--- src/rtl/dmem_arb_pkg.sv ---
// Shared types and constants for the data-memory arbiter slice.
package dmem_arb_pkg;

    localparam int ADDR_W = 8;
    localparam int DATA_W = 16;

    typedef enum logic {
        PORT_CPU = 1'b0,
        PORT_DBG = 1'b1
    } port_id_e;

    typedef struct packed {
        logic              busy;
        port_id_e          owner;
        logic              we;
        logic [ADDR_W-1:0] addr;
        logic [DATA_W-1:0] wdata;
    } stage_t;

    function automatic port_id_e gnt_to_port(input logic [1:0] gnt);
        return gnt[1] ? PORT_DBG : PORT_CPU;
    endfunction

endpackage

--- src/rtl/dmem_arbiter_if.sv ---
// One requester's request/response channel into the data-memory arbiter.
interface dmem_arbiter_if;
    import dmem_arb_pkg::*;

    logic              req_valid;
    logic              req_we;
    logic [ADDR_W-1:0] req_addr;
    logic [DATA_W-1:0] req_wdata;
    logic              req_ready;
    logic              rsp_valid;
    logic [DATA_W-1:0] rsp_rdata;

    modport master (
        output req_valid, req_we, req_addr, req_wdata,
        input  req_ready, rsp_valid, rsp_rdata
    );

    modport slave (
        input  req_valid, req_we, req_addr, req_wdata,
        output req_ready, rsp_valid, rsp_rdata
    );

endinterface

--- src/rtl/rr_arb2.sv ---
// Two-way grant logic: round-robin by default, fixed port-0 priority when
// DMEM_ARB_FIXED_PRIO_EN is defined.
module rr_arb2
    import dmem_arb_pkg::*;
(
    input  logic       clk,
    input  logic       reset,
    input  logic [1:0] req,
    input  logic       advance,
    output logic [1:0] gnt,
    output port_id_e   last_gnt
);

`ifdef DMEM_ARB_FIXED_PRIO_EN
    assign gnt      = req[0] ? 2'b01 : {req[1], 1'b0};
    assign last_gnt = PORT_DBG;
`else
    port_id_e last_q;

    // Reset value PORT_DBG makes port 0 win the first contention.
    always_ff @(posedge clk or negedge reset) begin
        if (!reset) begin
            last_q <= PORT_DBG;
        end else if (advance) begin
            last_q <= gnt_to_port(gnt);
        end
    end

    always_comb begin
        gnt = req;
        if (&req) begin
            gnt = (last_q == PORT_CPU) ? 2'b10 : 2'b01;
        end
    end

    assign last_gnt = last_q;
`endif

endmodule

--- src/rtl/dmem_arbiter.sv ---
// Arbitrates two requesters onto the single-port data memory through one
// registered access stage; responses return two cycles after grant.
// Optional build macro: DMEM_ARB_FIXED_PRIO_EN (fixed port-0 priority).
module dmem_arbiter
    import dmem_arb_pkg::*;
(
    input  logic              clk,
    input  logic              reset,
    dmem_arbiter_if.slave     port0,
    dmem_arbiter_if.slave     port1,
    output logic [ADDR_W-1:0] mem_addr,
    output logic [DATA_W-1:0] mem_wdata,
    output logic              mem_wr_en,
    output logic              mem_rd_en,
    input  logic [DATA_W-1:0] mem_rdata
);

    logic [1:0]        req;
    logic [1:0]        gnt;
    logic              accept;
    port_id_e          arb_last_unused;
    stage_t            stage_d;
    stage_t            stage_q;
    logic              rsp0_valid_q;
    logic              rsp1_valid_q;
    logic [DATA_W-1:0] rsp0_rdata_q;
    logic [DATA_W-1:0] rsp1_rdata_q;

    assign req    = {port1.req_valid, port0.req_valid};
    assign accept = |gnt;

    rr_arb2 u_arb (
        .clk      (clk),
        .reset    (reset),
        .req      (req),
        .advance  (accept),
        .gnt      (gnt),
        .last_gnt (arb_last_unused)
    );

    // Ready is gated by reset so nothing looks accepted while held in reset.
    assign port0.req_ready = gnt[0] & reset;
    assign port1.req_ready = gnt[1] & reset;

    always_comb begin
        stage_d = '0;
        if (gnt[1]) begin
            stage_d.busy  = 1'b1;
            stage_d.owner = PORT_DBG;
            stage_d.we    = port1.req_we;
            stage_d.addr  = port1.req_addr;
            stage_d.wdata = port1.req_wdata;
        end else if (gnt[0]) begin
            stage_d.busy  = 1'b1;
            stage_d.owner = PORT_CPU;
            stage_d.we    = port0.req_we;
            stage_d.addr  = port0.req_addr;
            stage_d.wdata = port0.req_wdata;
        end
    end

    always_ff @(posedge clk or negedge reset) begin
        if (!reset) begin
            stage_q <= '0;
        end else begin
            stage_q <= stage_d;
        end
    end

    // Memory strobes come straight from the stage so an async reset kills
    // an in-flight write before the next edge.
    always_comb begin
        mem_addr  = '0;
        mem_wdata = '0;
        mem_wr_en = 1'b0;
        mem_rd_en = 1'b0;
        if (stage_q.busy) begin
            mem_addr  = stage_q.addr;
            mem_wdata = stage_q.wdata;
            mem_wr_en = stage_q.we;
            mem_rd_en = !stage_q.we;
        end
    end

    always_ff @(posedge clk or negedge reset) begin
        if (!reset) begin
            rsp0_valid_q <= 1'b0;
            rsp1_valid_q <= 1'b0;
            rsp0_rdata_q <= '0;
            rsp1_rdata_q <= '0;
        end else begin
            rsp0_valid_q <= stage_q.busy && (stage_q.owner == PORT_CPU);
            rsp1_valid_q <= stage_q.busy && (stage_q.owner == PORT_DBG);
            if (stage_q.busy && (stage_q.owner == PORT_CPU)) begin
                rsp0_rdata_q <= stage_q.we ? '0 : mem_rdata;
            end
            if (stage_q.busy && (stage_q.owner == PORT_DBG)) begin
                rsp1_rdata_q <= stage_q.we ? '0 : mem_rdata;
            end
        end
    end

    assign port0.rsp_valid = rsp0_valid_q;
    assign port0.rsp_rdata = rsp0_rdata_q;
    assign port1.rsp_valid = rsp1_valid_q;
    assign port1.rsp_rdata = rsp1_rdata_q;

endmodule
--- src/flat_wrapper.sv ---
// flat-port wrapper written by rule: the top's interface ports become plain ports
module dmem_arbiter_flat import dmem_arb_pkg::*;
  (clk, reset, mem_addr, mem_wdata, mem_wr_en, mem_rd_en, mem_rdata, port0_req_valid, port0_req_we, port0_req_addr, port0_req_wdata, port0_req_ready, port0_rsp_valid, port0_rsp_rdata, port1_req_valid, port1_req_we, port1_req_addr, port1_req_wdata, port1_req_ready, port1_rsp_valid, port1_rsp_rdata);
  dmem_arbiter_if port0_i ();
  dmem_arbiter_if port1_i ();
  input  logic clk;
  input  logic reset;
  output logic [ADDR_W-1:0] mem_addr;
  output logic [DATA_W-1:0] mem_wdata;
  output logic mem_wr_en;
  output logic mem_rd_en;
  input  logic [DATA_W-1:0] mem_rdata;
  input wire logic [$bits(port0_i.req_valid)-1:0] port0_req_valid;
  input wire logic [$bits(port0_i.req_we)-1:0] port0_req_we;
  input wire logic [$bits(port0_i.req_addr)-1:0] port0_req_addr;
  input wire logic [$bits(port0_i.req_wdata)-1:0] port0_req_wdata;
  output wire logic [$bits(port0_i.req_ready)-1:0] port0_req_ready;
  output wire logic [$bits(port0_i.rsp_valid)-1:0] port0_rsp_valid;
  output wire logic [$bits(port0_i.rsp_rdata)-1:0] port0_rsp_rdata;
  input wire logic [$bits(port1_i.req_valid)-1:0] port1_req_valid;
  input wire logic [$bits(port1_i.req_we)-1:0] port1_req_we;
  input wire logic [$bits(port1_i.req_addr)-1:0] port1_req_addr;
  input wire logic [$bits(port1_i.req_wdata)-1:0] port1_req_wdata;
  output wire logic [$bits(port1_i.req_ready)-1:0] port1_req_ready;
  output wire logic [$bits(port1_i.rsp_valid)-1:0] port1_rsp_valid;
  output wire logic [$bits(port1_i.rsp_rdata)-1:0] port1_rsp_rdata;
  assign port0_i.req_valid = port0_req_valid;
  assign port0_i.req_we = port0_req_we;
  assign port0_i.req_addr = port0_req_addr;
  assign port0_i.req_wdata = port0_req_wdata;
  assign port0_req_ready = port0_i.req_ready;
  assign port0_rsp_valid = port0_i.rsp_valid;
  assign port0_rsp_rdata = port0_i.rsp_rdata;
  assign port1_i.req_valid = port1_req_valid;
  assign port1_i.req_we = port1_req_we;
  assign port1_i.req_addr = port1_req_addr;
  assign port1_i.req_wdata = port1_req_wdata;
  assign port1_req_ready = port1_i.req_ready;
  assign port1_rsp_valid = port1_i.rsp_valid;
  assign port1_rsp_rdata = port1_i.rsp_rdata;
  dmem_arbiter u_core (.clk(clk), .reset(reset), .port0(port0_i), .port1(port1_i), .mem_addr(mem_addr), .mem_wdata(mem_wdata), .mem_wr_en(mem_wr_en), .mem_rd_en(mem_rd_en), .mem_rdata(mem_rdata));
endmodule
--- config.mk ---
export PLATFORM = sky130hd
export DESIGN_NAME = dmem_arbiter_flat
export DESIGN_NICKNAME = d
export VERILOG_FILES = /design/src/rtl/dmem_arb_pkg.sv /design/src/rtl/dmem_arbiter_if.sv /design/src/rtl/rr_arb2.sv /design/src/rtl/dmem_arbiter.sv /design/src/flat_wrapper.sv
export SDC_FILE = /design/constraint.sdc
export NUM_CORES = 1
export LEC_CHECK = 0
export BUFFER_PORTS_ARGS = -buffer_cell sky130_fd_sc_hd__buf_4
export CORE_MARGIN = 2
export CORE_UTILIZATION = 49
export CTS_CLUSTER_SIZE = 12
export DETAILED_ROUTE_END_ITERATION = 10
export PLACE_DENSITY = 0.84
export SLEW_MARGIN = 20
export SYNTH_ARGS = -nofsm -noshare
export SYNTH_HDL_FRONTEND = slang
export SYNTH_SLANG_ARGS = --single-unit
--- constraint.sdc ---
create_clock -name clk -period 3.72 [get_ports clk]
set_input_delay 0.744 -clock clk [delete_from_list [all_inputs] [get_ports clk]]
set_output_delay 0.744 -clock clk [all_outputs]
set_load 0.02 [all_outputs]
==> results.md, run 1 <==
- Result of the run: finished, final reports clean
- Number of I/O pins: between 100 and 150
- Clock network fraction of design power: a little under a third
- Sequential share of the synthesized area: between 50% and 60%
- Maximum clock rate: between 400 and 500 MHz
- Die Footprint: 0.00599 sq mm
- Wire length of the first global-routing pass: around 10000 um
- Proportion of power drawn by combinational gates: between 20 and 30%
- DRC errors left: 0
- Switching power summed over all nets: 564 uW
- Sw Share: a little under 30%
- Detailed Place HPWL: approximately 4400 um
- Startpoint kind of the worst setup timing path: flop
- Endpoint class of the critical path: output port
- Leakage power summed over all cells: roughly 0.0019 uW
- Avg Vias per Cell: about 5.2
- Critical path type: reg -> out
- Mean area per synthesized cell: ~14 sq um
- Shortest clock period the worst path allows after layout: ~2.3 ns
- Initial standard-cell utilization of the core: between 50% and 60%
- Yosys warning count: 0
- Number of placed instances with taps included: between 300 and 400
- Number of input and output port buffers inserted: 131
- Area Overhead vs Synth: 45.2%
- Worst path required time: roughly 3.0 ns
- Number of antenna repair diodes: 0
- Unrepaired setup endpoints after global routing: no
- Multi-input gate area in the final layout: ~980 sq um
- Antenna violations before repair: 0
- Die width: slightly below 80 um
- Antenna-violating nets left: 0
- Relative max-transition margin: 49.5%
- Endpoint of the most critical register-to-register path: u_core.port0.rsp_rdata[5]
- Detailed-router iteration count before antenna repair: 4
- Non-filler cells, final: roughly 400
- Deepest clock path buffer count: 2
- Post-CTS setup buffer count: 0
- Number of buffers inserted for hold repair after clock tree synthesis: 0
- Standard-cell rows: 26
- Net count after synthesis: 256
- Worst hold stages: 1
- Transition time of the tightest slew-check pin: 0.758 ns
- Avg WL per Cell: 16.4 um
- Worst min-delay path category: reg -> reg
- Filler Cell Count: 370
- Post-route clock skew: about 0.0064 ns
- Clock-pin slew on the worst setup and hold paths: ~0.070 ns
- Utilization after layout: about three quarters
- Netlist Area Pre-Place: 0.00264 sq mm
- Number of pins with negative max-slew slack in the final report: 0
- Sequential cell fraction of total power: 42.4%
- Summed negative setup slack over all endpoints: 0 ns
- Part of the cycle the worst path needs: 63.1%
- Number of design-rule violations left by the first detailed-router iteration: between 50 and 60
- Worst voltage drop across the vdd grid: between 300 and 400 uV
- Total area of sequential cells: approximately 0.0016 sq mm
- Worst Hold Launch: u_core.port0.rsp_rdata[0]
- End point of the worst hold path: u_core.port0.rsp_rdata[0]
- Worst skew pair latency: 0.33 ns
- Final layout net count: between 300 and 400
- Die Ht: between 70 and 80 um
- Maximum number of pins on one net before global-route repair: 63
- Overall fraction of global-route tracks in use: around 22%
- Cell internal power dissipation: about 1400 uW
- Reg-to-reg startpoint: u_core.stage_q[26]
- Power per cell area: 511 mW/mm^2
- Number of distinct standard cells referenced by the synthesized netlist: 21
- Last weighted congestion value of the routability-driven placer: 0.753
- Remaining Overflow, GRT: 0
- Deepest level of the CTS H-tree: 3
- Final count of negative-setup-slack endpoints: 0
- Detailed-route via count: between 2000 and 2500
- Wire length reported by the detailed router: 6400 um
- Number of cells upsized or downsized after cts: 0
- Number of synthesized register bits: 62
- Vias in the first global route: approximately 2100
- Number of hold violations in the final report: 0
- TritonCTS clock tree: built
- Logic depth of the worst register-to-register path: 2
- TritonCTS buffer count: 9
- Count of clock tree sinks: just over 60
- Maximum Capacitance Violations: 0
- Fraction of layout instances using a drive strength above 1: between 50% and 60%
- Count of mapped cells out of synthesis: 186
- CTS root buffer: sky130_fd_sc_hd__clkbuf_8
- Data arrival time of the worst path: approximately 1.6 ns
- Std-Cell Core Area: between 0.005 and 0.006 sq mm
- Biggest fanout along the worst timing path: 27
- Register-to-register setup slack: about 1.8 ns
-- cell families after synthesis --
| family | Yosys count | synth area share [%] |
|---|---|---|
| compound gates | 27 | 10.1 |
| buf+inv | 17 | 4.13 |
| flops | 62 | 58.8 |
| mux | 32 | 14.9 |
| simple gates | 48 | 12.0 |
-- through the flow --
step                setup slack [ns]  hold WS [ns]  total power, uW  instance area (sq um)
global route                    1.30         0.523             2040                   3830
finish                          1.37         0.511             1960                   3830
global placement                1.47         0.489             1360                   3630
floorplan                       1.48         0.448             1130                   2640
detailed placement              1.46         0.497             1380                   3630
CTS                             1.36         0.505             1970                   3830
-- critical path: stages, from the launching register on --
cell and delay (ns):
sky130_fd_sc_hd__dfstp_2 0.56, sky130_fd_sc_hd__nand2b_1 0.11, sky130_fd_sc_hd__buf_4 0.27, sky130_fd_sc_hd__and3_1 0.20
sky130_fd_sc_hd__buf_4 0.14
-- per-layer routing --
metal | global-route usage, % | up-vias | share of wire [%]
met2 | 36.6 | 102 | 50
met5 | 0 | - | 0
met1 | 26.3 | 986 | 40
met4 | 9.29 | 0 | 1.7
li1 | - | 923 | -
met3 | 7.79 | 9 | 8.4
-- cell usage after synthesis, drive strengths merged --
cell type | n | area, sq um
dfstp | 1 | 26.3
and2 | 26 | 163
a32o | 25 | 250
dfrtp | 61 | 1530
and3 | 1 | 6.26
buf | 12 | 90.1
clkbuf | 3 | 11.3
or2 | 1 | 6.26
o21ai | 1 | 5.00
and2b | 7 | 52.6
mux2 | 32 | 394
nor2b | 11 | 76.3
nand2 | 1 | 6.26
nand2b | 1 | 6.26
a21boi | 1 | 11.3
inv | 2 | 7.51
-- flip-flops by register name, indices dropped and copies added, names as in the netlist --
name / count
u_core.port0.rsp_rdata: 16
u_core.port0.rsp_valid: 1
u_core.port1.rsp_rdata: 16
u_core.port1.rsp_valid: 1
u_core.stage_q: 27
u_core.u_arb.last_gnt: 1
-- how the worst max path moves through the flow --
stage | from | end | slack (ns) | depth (start not counted)
6_report | u_core.u_arb.last_gnt | port0_req_ready | 1.37 | 4
5_1_grt | u_core.u_arb.last_gnt | port0_req_ready | 1.30 | 4
4_1_cts | u_core.u_arb.last_gnt | port0_req_ready | 1.36 | 4
3_5_place_dp | port1_req_valid | port0_req_ready | 1.46 | 5
3_3_place_gp | port1_req_valid | port0_req_ready | 1.47 | 5
2_1_floorplan | port1_req_valid | port1_req_ready | 1.48 | 3
-- power by group through the flow --
| stage | combinational (uW) | sequential [uW] | clock, uW |
|---|---|---|---|
| final | 537 | 828 | 590 |
| after global placement | 529 | 835 | 0 |
| after detailed placement | 539 | 840 | 0 |
| after floorplan | 219 | 907 | 0 |
| after global routing | 569 | 839 | 635 |
| after CTS | 543 | 829 | 600 |
-- placed cells by master, fill, tap and decap left out, drive strengths merged --
cell and count:
nand2 1, a32o 25, a21boi 1, and3 1
bufinv 1, or2 1, and2b 7, dfrtp 61
nand2b 1, o21ai 1, clkinv 3, buf 134
mux2 32, and2 26, dfstp 1, inv 2
clkbuf 12, nor2b 11
-- layout make-up --
class,instances,share of cell area [%]
clock inverters,4,1.18
inverters,2,0.196
flip-flops and latches,62,40.5
multi-input cells,107,25.5
clock buffers,12,4.05
well taps,70,2.29
repair buffers,134,26.3
No activity file was read; power rests on OpenSTA's default activity.
==> run 2, diff against run 1 <==
CORE_UTILIZATION = 41   (was 49)
PLACE_DENSITY = 0.75   (was 0.84)
clock period = 1.9 ns   (was 3.72 ns; I/O delays follow)
==> run 2 against run 1 <==
Utilization fell by 12 points. Worst hold slack got worse by 0.32 ns. Clock skew rose by 0.0011 ns. Non-clock buffer count rose by 5. Total power rose by 100%. Sequential share of layout area fell by 0.66 points. Cell area rose by 1.7%. Register-to-register slack got worse by 1.3 ns. Sequential cell count did not move. Largest cell class unchanged.
==> results.md, run 2 (synthesis gave the netlist of run 1 again) <==
- Reg-to-reg startpoint: u_core.stage_q[26]
- Endpoint class of the critical path: output port
- Number of I/O pins: 132 (unchanged)
- Number of hold violations in the final report: 0 (unchanged)
- Detailed-router iteration count before antenna repair: 4 (unchanged)
- Result of the run: finished, final reports clean
- Area Overhead vs Synth: 47.6%
- Final count of negative-setup-slack endpoints: 0 (unchanged)
- Multi-input gate area in the final layout: 977 sq um (unchanged)
- Data arrival time of the worst path: 1.31 ns (-0.29 ns)
- Worst skew pair latency: 0.33 ns (about the same)
- Launching element of the worst setup path: u_core.u_arb.last_gnt
- Part of the cycle the worst path needs: between 80% and 90%
- Maximum clock rate: 590 MHz
- Number of design-rule violations left by the first detailed-router iteration: 66 (+20%)
- Die width: 84.2 um (+8.8%)
- Initial standard-cell utilization of the core: 42.0% (-9.3 points)
- Leakage power summed over all cells: 0.00196 uW (+1.4%)
- Register with the highest flop count: u_core.stage_q
- Deepest clock path buffer count: 2 (unchanged)
- Wire length of the first global-routing pass: 10700 um (+5.0%)
- Max FFs per register: 27 (unchanged)
- Clock-pin slew on the worst setup and hold paths: 0.07 ns (about the same)
- Avg Vias per Cell: 4.93 (-4.5%)
- Commonest cells after routing, fill and taps aside: 138 x sky130_fd_sc_hd__buf_4, 61 x sky130_fd_sc_hd__dfrtp_1, 26 x sky130_fd_sc_hd__and2_1
- TritonCTS buffer count: 9 (unchanged)
- Unrepaired setup endpoints after global routing: no
- Maximum Capacitance Violations: 0 (unchanged)
- Critical path type: reg -> out
- Shortest clock period the worst path allows after layout: approximately 1.7 ns
- Biggest fanout along the worst timing path: 3 (-89%)
- Die Footprint: 0.00709 sq mm (+18%)
- Std-Cell Core Area: 0.00628 sq mm (+22%)
- Antenna violations before repair: 0 (unchanged)
- CTS root buffer: sky130_fd_sc_hd__clkbuf_8
- Register-to-register setup slack: 0.44 ns (-1.32 ns)
- Worst min-delay path category: in -> async
- Startpoint kind of the worst setup timing path: flop
- Summed negative setup slack over all endpoints: 0 ns (unchanged)
- Wire length reported by the detailed router: 6440 um (+0.66%)
- Deepest level of the CTS H-tree: 3 (unchanged)
- Final layout net count: 391 (+1.3%)
- Number of pins with negative max-slew slack in the final report: 0 (unchanged)
- Vias in the first global route: 2177 (+4.0%)
- Worst voltage drop across the vdd grid: 471 uV (+42%)
- Fraction of layout instances using a drive strength above 1: 58.0% (about the same)
- Most frequent standard cell in the layout excluding fill and tap cells: sky130_fd_sc_hd__buf_4
- Detailed Place HPWL: 4560 um (+3.8%)
- Number of antenna repair diodes: 0 (unchanged)
- Number of cells upsized or downsized after cts: 0 (unchanged)
- Count of clock tree sinks: 62 (unchanged)
- Remaining Overflow, GRT: 0 (unchanged)
- TritonCTS clock tree: built
- Avg WL per Cell: 16.0 um (-2.3%)
- Tightest hold margin: 0.195 ns (-0.316 ns)
- Antenna-violating nets left: 0 (unchanged)
- Detailed-route via count: 1988 (-1.6%)
- Standard-cell rows: 29 (+12%)
- Maximum number of pins on one net before global-route repair: 49 (-22%)
- Filler Cell Count: 510 (+38%)
- Die Ht: 84.2 um (+8.8%)
- DRC errors left: 0 (unchanged)
- Last weighted congestion value of the routability-driven placer: 0.701 (-6.9%)
- Transition time of the tightest slew-check pin: 0.615 ns (-0.143 ns)
- Worst path required time: 1.52 ns (-1.46 ns)
- Total area of sequential cells: 0.00155 sq mm (unchanged)
- Overall fraction of global-route tracks in use: 19.2% (-2.9 points)
- Post-route clock skew: 0.00755 ns (+0.00110 ns)
- Power per cell area: 1010 mW/mm^2 (+98%)
- Number of input and output port buffers inserted: 131 (unchanged)
- Relative max-transition margin: 58.9% (+9.4 points)
[run 2: cell types whose count changed in the layout (fill, tap and decap cells not counted), sizes merged]
cell	change
buf	+4
bufinv	+1
clkinv	-1
dlygate4sd3	+1
[run 2: worst max-delay path, cell delays in order, from the launching register on]
cell and delay, ns:
sky130_fd_sc_hd__dfstp_2 0.55, sky130_fd_sc_hd__nand2b_1 0.13, sky130_fd_sc_hd__and3_1 0.17, sky130_fd_sc_hd__buf_4 0.14
[run 2: what timing repair did]
| action | CTS | global route |
|---|---|---|
| buffers inserted | 0 | 0 |
| hold buffers | 1 | 0 |
| hold endpoints to repair | 14 | 0 |
[run 2: final cells by class]
type | count | share of cell area [%]
clock inverter | 4 | 1.80
timing repair buffer | 139 | 26.9
sequential | 62 | 39.9
inverter | 2 | 0.193
multi-input combinational | 107 | 25.1
clock buffer | 12 | 3.73
tap | 77 | 2.47
[run 2: power breakdown]
group | switching (uW) | leakage (uW) | internal [uW]
combinational | 518 | 0.00108 | 551
clock | 484 | 0.000110 | 771
sequential | 104 | 0.000769 | 1510
[run 2: routing by layer]
| layer | track usage (%) | up-vias | wire [um] |
|---|---|---|---|
| li1 | - | 928 | - |
| met2 | 31.1 | 87 | 3090 |
| met1 | 24.6 | 966 | 2760 |
| met4 | 7.48 | 0 | 68 |
| met3 | 5.21 | 7 | 526 |
| met5 | 0 | - | 0 |
[run 2: path summary, 6_finish.rpt]
path | cells after the start | to
max in group asynchronous | 2 | u_core.stage_q[13]
min | 2 | u_core.stage_q[24]
max | 3 | port0_req_ready
max reg2reg | 3 | u_core.port0.rsp_rdata[11]
min reg2reg | 2 | u_core.u_arb.last_gnt
min in group clk | 2 | u_core.stage_q[19]
[run 2: through the flow]
step                      cells  util, %  cell area (sq um)  setup slack (ns)  power [uW]
after floorplan             186        -               2640             0.294        2200
after global placement      386     58.5               3670             0.469        2690
after detailed placement    386     58.5               3670             0.455        2710
after CTS                   403     62.0               3890             0.168        3980
after global routing        403     62.0               3890            0.0965        4120
final                       403     62.0               3890             0.206        3940
